## src/rtl/bf_pixel_scheduler.sv

```systemverilog
// bf_pixel_scheduler
// Sequences a beamforming frame pixel by pixel. For each pixel it streams
// CHANNELS sample-memory reads, waits for the datapath result (bounded by
// LAT_MAX cycles), and offers the result on a valid/ready output port.
//
// Ports
//   clk, rst            : clock (rising edge), synchronous active-high reset
//   i_start, i_abort    : frame start (honoured in IDLE only), frame abort
//   i_mode              : 0 = DAS, 1 = DMAS, latched when a start is accepted
//   o_mem_addr/o_mem_rd_en : sample-memory read port (1-cycle read latency)
//   o_ch_valid/o_ch_first/o_ch_last : datapath input qualifiers
//   o_dp_clear, o_dp_mode : accumulator clear pulse and latched mode
//   i_dp_result/i_dp_result_valid : datapath output (one beat per pixel)
//   o_pix_data/o_pix_idx/o_pix_valid/i_pix_ready : pixel output handshake
//   o_busy, o_done, o_err : frame active, completion pulse, sticky timeout
module bf_pixel_scheduler #(
  parameter int CHANNELS = 128,
  parameter int PIXELS   = 1,
  parameter int ADDR_W   = 16,
  parameter int LAT_MAX  = 64
) (
  input  logic                clk,
  input  logic                rst,
  input  logic                i_start,
  input  logic                i_abort,
  input  logic                i_mode,
  output logic [ADDR_W-1:0]   o_mem_addr,
  output logic                o_mem_rd_en,
  output logic                o_ch_valid,
  output logic                o_ch_first,
  output logic                o_ch_last,
  output logic                o_dp_clear,
  output logic                o_dp_mode,
  input  logic signed [16:0]  i_dp_result,
  input  logic                i_dp_result_valid,
  output logic signed [16:0]  o_pix_data,
  output logic [15:0]         o_pix_idx,
  output logic                o_pix_valid,
  input  logic                i_pix_ready,
  output logic                o_busy,
  output logic                o_done,
  output logic                o_err
);

  localparam int KW = (CHANNELS > 1) ? $clog2(CHANNELS) : 1;
  localparam int PW = (PIXELS > 1) ? $clog2(PIXELS) : 1;
  localparam int WW = (LAT_MAX > 1) ? $clog2(LAT_MAX) : 1;

  localparam logic [KW-1:0] K_LAST = KW'(CHANNELS - 1);
  localparam logic [PW-1:0] P_LAST = PW'(PIXELS - 1);
  localparam logic [WW-1:0] W_LAST = WW'(LAT_MAX - 1);

  typedef enum logic [1:0] {
    IDLE   = 2'd0,
    STREAM = 2'd1,
    WAIT   = 2'd2,
    OUTPUT = 2'd3
  } state_t;

  state_t              r_state;
  logic [KW-1:0]       r_k;
  logic [PW-1:0]       r_p;
  logic [WW-1:0]       r_wait_cnt;
  logic [ADDR_W-1:0]   r_mem_addr;
  logic                r_mem_rd_en;
  logic                r_ch_valid;
  logic                r_ch_first;
  logic                r_ch_last;
  logic                r_dp_clear;
  logic                r_dp_mode;
  logic signed [16:0]  r_pix_data;
  logic [15:0]         r_pix_idx;
  logic                r_pix_valid;
  logic                r_busy;
  logic                r_done;
  logic                r_err;

  // All outputs are registered; each state's outputs are set up on the edge
  // that enters it, so o_mem_rd_en is high exactly while the FSM is in STREAM.
  always_ff @(posedge clk) begin
    if (rst) begin
      r_state     <= IDLE;
      r_k         <= '0;
      r_p         <= '0;
      r_wait_cnt  <= '0;
      r_mem_addr  <= '0;
      r_mem_rd_en <= 1'b0;
      r_ch_valid  <= 1'b0;
      r_ch_first  <= 1'b0;
      r_ch_last   <= 1'b0;
      r_dp_clear  <= 1'b0;
      r_dp_mode   <= 1'b0;
      r_pix_data  <= '0;
      r_pix_idx   <= '0;
      r_pix_valid <= 1'b0;
      r_busy      <= 1'b0;
      r_done      <= 1'b0;
      r_err       <= 1'b0;
    end else begin
      r_done     <= 1'b0;
      r_dp_clear <= 1'b0;
      // Read data arrives one cycle after the strobe, so the channel
      // qualifiers are the strobe and its channel index delayed by one.
      r_ch_valid <= r_mem_rd_en;
      r_ch_first <= r_mem_rd_en && (r_k == '0);
      r_ch_last  <= r_mem_rd_en && (r_k == K_LAST);

      if (i_abort && (r_state != IDLE)) begin
        // Abort beats every other event, including a pending handshake.
        r_state     <= IDLE;
        r_mem_rd_en <= 1'b0;
        r_ch_valid  <= 1'b0;
        r_ch_first  <= 1'b0;
        r_ch_last   <= 1'b0;
        r_pix_valid <= 1'b0;
        r_busy      <= 1'b0;
      end else begin
        case (r_state)
          IDLE: begin
            if (i_start) begin
              r_state     <= STREAM;
              r_dp_mode   <= i_mode;
              r_p         <= '0;
              r_k         <= '0;
              r_err       <= 1'b0;
              r_mem_addr  <= '0;
              r_mem_rd_en <= 1'b1;
              r_dp_clear  <= 1'b1;
              r_busy      <= 1'b1;
            end
          end

          STREAM: begin
            if (r_k == K_LAST) begin
              r_mem_rd_en <= 1'b0;
              r_wait_cnt  <= '0;
              r_state     <= WAIT;
            end else begin
              r_k        <= r_k + KW'(1);
              r_mem_addr <= r_mem_addr + ADDR_W'(1);
            end
          end

          WAIT: begin
            // A result arriving in the last allowed cycle still wins over
            // the timeout.
            if (i_dp_result_valid) begin
              r_pix_data  <= i_dp_result;
              r_pix_idx   <= 16'(r_p);
              r_pix_valid <= 1'b1;
              r_state     <= OUTPUT;
            end else if (r_wait_cnt == W_LAST) begin
              r_err   <= 1'b1;
              r_busy  <= 1'b0;
              r_state <= IDLE;
            end else begin
              r_wait_cnt <= r_wait_cnt + WW'(1);
            end
          end

          OUTPUT: begin
            if (i_pix_ready) begin
              r_pix_valid <= 1'b0;
              if (r_p == P_LAST) begin
                r_state <= IDLE;
                r_busy  <= 1'b0;
                r_done  <= 1'b1;
              end else begin
                // Addresses are contiguous across pixels: the next pixel's
                // first address directly follows the previous pixel's last.
                r_p         <= r_p + PW'(1);
                r_k         <= '0;
                r_mem_addr  <= r_mem_addr + ADDR_W'(1);
                r_mem_rd_en <= 1'b1;
                r_dp_clear  <= 1'b1;
                r_state     <= STREAM;
              end
            end
          end

          default: r_state <= IDLE;
        endcase
      end
    end
  end

  assign o_mem_addr  = r_mem_addr;
  assign o_mem_rd_en = r_mem_rd_en;
  assign o_ch_valid  = r_ch_valid;
  assign o_ch_first  = r_ch_first;
  assign o_ch_last   = r_ch_last;
  assign o_dp_clear  = r_dp_clear;
  assign o_dp_mode   = r_dp_mode;
  assign o_pix_data  = r_pix_data;
  assign o_pix_idx   = r_pix_idx;
  assign o_pix_valid = r_pix_valid;
  assign o_busy      = r_busy;
  assign o_done      = r_done;
  assign o_err       = r_err;

endmodule
```

## config.mk

```make
export PLATFORM = sky130hd
export DESIGN_NAME = bf_pixel_scheduler
export DESIGN_NICKNAME = d
export VERILOG_FILES = /design/src/rtl/bf_pixel_scheduler.sv
export SDC_FILE = /design/constraint.sdc
export NUM_CORES = 1
export LEC_CHECK = 0
export CELL_PAD_IN_SITES_DETAIL_PLACEMENT = 1
export CELL_PAD_IN_SITES_GLOBAL_PLACEMENT = 2
export CORE_AREA = 2 2 105 107
export CTS_BUF_LIST = sky130_fd_sc_hd__clkbuf_2
export DETAILED_ROUTE_END_ITERATION = 16
export DIE_AREA = 0 0 107 109
export GPL_TIMING_DRIVEN = 0
export HOLD_SLACK_MARGIN = 0.06
export PLACE_DENSITY_LB_ADDON = 0.1
export SLEW_MARGIN = 20
export SYNTH_ARGS = -nofsm -noshare
export SYNTH_HDL_FRONTEND = slang
export SYNTH_SLANG_ARGS = --single-unit
```

## constraint.sdc

```tcl
create_clock -name clk -period 2.75 [get_ports clk]
set_input_delay 0.55 -clock clk [delete_from_list [all_inputs] [get_ports clk]]
set_output_delay 0.55 -clock clk [all_outputs]
set_load 0.005 [all_outputs]
```

==> results.toml <==
[clocking]
cts_hold_buf = 0
cts_max_level = 3
cts_made_buffers = 9
cts_tree = "done"
clkLatencyLatePin_ns = 0.51
cts_root_buf = "clkbuf_2"
clockBufferDepth = 2
clock_sinks = 58
clk_pin_slew_ns = 0.20

[setup_path]
critical_path_required_ns = 3.19
reg2reg_slack_ns = 0.26
crit_chain = "inv_1, ha_1, buf_2, or2_1, or3_1, clkbuf_2, nor2_4, o21ai_0, a311oi_1"
crit_path_start_kind = "flip-flop"
worstSetupPathType = "reg2reg"
cp_max_fo = 10
endpoint_kind = "flip-flop"
max_stage_delay_ns = 0.39
critPathSlowestCell = "dfxtp_1"
crit_arrival_ns = 2.93

[sta]
skew_ns = 0.03197
layout_min_cycle_time_ns = 2.487
finalHoldViolations = 0
max_slew.worst_pin.slew_ns = 0.9096
maxSlewViolCount = 0
setup_viol = 0
fmax_ghz = 0.4020
slew_headroom_pct = 38.96
hold_ws_ns = 0.4680
post-route-period-util_pct = 90.45

[layout]
area_growth_pct = 37.83
fillers = 1302
mostFrequentLayoutCell = "clkdlybuf4s50_1"
mostFrequentLayoutCells = "65 x clkdlybuf4s50_1, 58 x nand2_1, 58 x dfxtp_1"
antenna_cells = 0
fin_nets = 472
drive_above_1_share_pct = 9.888
stdcell_count = 585

[floorplanning]
core_region_area_um2 = 10600
die_h_um = 109
start_util_pct = 26.08
io_pins = 83
die-area_um2 = 11660
rows = 38
die_w_um = 107

[logic_synthesis]
ys_seq_elements = 58
synth_top_area_cell = "dfxtp_1"
ys_seq_area_share_pct = 41.99
syn_inst = 347
netlist_area_um2 = 2765
synthArstFlopShare_pct = 0
ys_warn_count = 0
synth_edf_count = 0
synth_area_leaders = "dfxtp_1 42%, a21oi_1 8.0%, nand2_1 7.9%"
synth.distinct_cells = 49
synth-main-ff-cell = "dfxtp_1"
synth.top_cell.area_share_pct = 41.99
synth.avg_cell_area_um2 = 7.969

[detailed_routing]
firstDrtPassIters = 4
drcViolationCount = 0
drt-initial-drc-count = 75
vias = 2763
via_per_inst = 4.723
drt-total-wl_um = 8292
avgRoutedWirePerCell_um = 14.17
drt.antenna.violating_nets = 0

[grt]
grt_use_total_pct = 15.05
antenna_found_initial = 0
grt_max_degree = 11
gr-usage-met2_pct = 25.61
grt-busiest-layer = "met2"
grt_pass1_wl_um = 13600
met3_usage_pct = 3.168
first_global_vias = 2681
overflow = 0
use_met1_pct = 18.45

[placed_design]
io_buffers = 65
place.gp.congestion = 0.7603
dp.cells = 567
dp_hpwl_um = 6124

[min_path]
hp-class = "reg2reg"

[run_status]
outcome = "complete, no violations"

[pwr]
leakage_nw = 1.364
vdd_drop_max_uv = 234.4
power.density_nw_per_um2 = 635.6

[job]
maxCapViolations = 0
[synthesized netlist by cell type (3+ instances only)]
cell type	count
ha_1	8
buf_4	16
nor2_1	29
nand4_1	5
nor2b_1	4
or3_1	3
nor3_1	8
a21oi_1	44
a311oi_1	4
o21ai_0	11
mux2i_1	6
nand2_1	58
and3_1	4
inv_1	8
nand3_1	19
clkbuf_1	11
a31oi_1	6
dfxtp_1	58
[per-layer routing]
| layer | up-vias | routed length [µm] |
|---|---|---|
| li1 | 1386 | - |
| met1 | 1312 | 3824 |
| met2 | 53 | 3989 |
| met3 | 12 | 332 |
| met4 | 0 | 145 |
| met5 | - | 0 |
[timing repair]
item                                   in CTS  in global routing
setup buffers                               0                  2
endpoints found under the hold margin       0                  0
setup endpoints to repair                   0                 15
gates resized for setup                     0                  7
[critical path: cells and delay by family (launching register included)]
kind	cells	cell delay [ns]
compound gates	2	0.38
buf+inv	3	0.52
simple gates	3	0.95
flops	1	0.39
fa+ha+maj	1	0.19
[cell families (layout without fill, tap and decap cells)]
family                   Yosys count  after routing  share of synthesized area [%]
AND/OR/NAND/NOR                  151            151                          26.20
AO/OA/AOI/OAI                     83             83                          17.83
flip-flops                        58             58                          41.99
buffers and inverters             38            121                          7.421
adder cells (fa/ha/maj)            8              8                          3.620
multiplexers                       6              6                          2.172
XOR/XNOR                           2              2                         0.6336
other                              1             16                         0.1356
[flip-flops by register name, summed over array words and instances (netlist names)]
signal       cells
r_k              7
o_dp_clear       1
r_wait_cnt       6
o_pix_data      17
o_ch_first       1
o_mem_addr      16
o_mem_rd_en      1
o_done           1
o_pix_valid      1
o_dp_mode        1
o_busy           1
o_ch_valid       1
r_state          2
o_ch_last        1
o_err            1
[final timing paths]
check,start,to,cells after the start
max,r_state[0]$_SDFFE_PP0P_,r_k[5]$_SDFFE_PP0P_,9
min,o_pix_data[7]$_SDFFE_PP0P_,o_pix_data[7]$_SDFFE_PP0P_,2
max reg2reg,r_state[0]$_SDFFE_PP0P_,r_k[5]$_SDFFE_PP0P_,9
min reg2reg,o_pix_data[7]$_SDFFE_PP0P_,o_pix_data[7]$_SDFFE_PP0P_,2
[cell type report]
type / instances / area (µm²) / area share [%]
Inverter: 8 / 30.03 / 0.7879
Clock buffer: 10 / 50.05 / 1.313
Tap cell: 140 / 175.2 / 4.596
Multi-Input combinational cell: 266 / 1470 / 38.58
Buffer: 30 / 177.7 / 4.662
Sequential cell: 58 / 1161 / 30.47
Clock inverter: 6 / 81.33 / 2.134
Timing Repair Buffer: 67 / 665.6 / 17.47
[metrics by stage]
stage | setup TNS (ns) | power [mW] | cell area (µm²) | utilization [%] | setup WS, ns
2_1_floorplan | 0 | 1.453 | 2821 | - | 0.5353
3_3_place_gp | -2.683 | 1.771 | 3647 | 34.40 | -0.2921
3_5_place_dp | -2.975 | 1.771 | 3647 | 34.40 | -0.3188
4_1_cts | 0 | 2.433 | 3779 | 35.64 | 0.02289
5_1_grt | -0.01024 | 2.619 | 3811 | 35.95 | -0.01024
6_report | 0 | 2.422 | 3811 | 35.95 | 0.2627
[power by group]
group | internal (mW) | switching [mW]
Combinational | 0.331 | 0.493
Clock | 0.299 | 0.349
Sequential | 0.905 | 0.0460
Note: power is estimated with default switching activity, not from simulation.
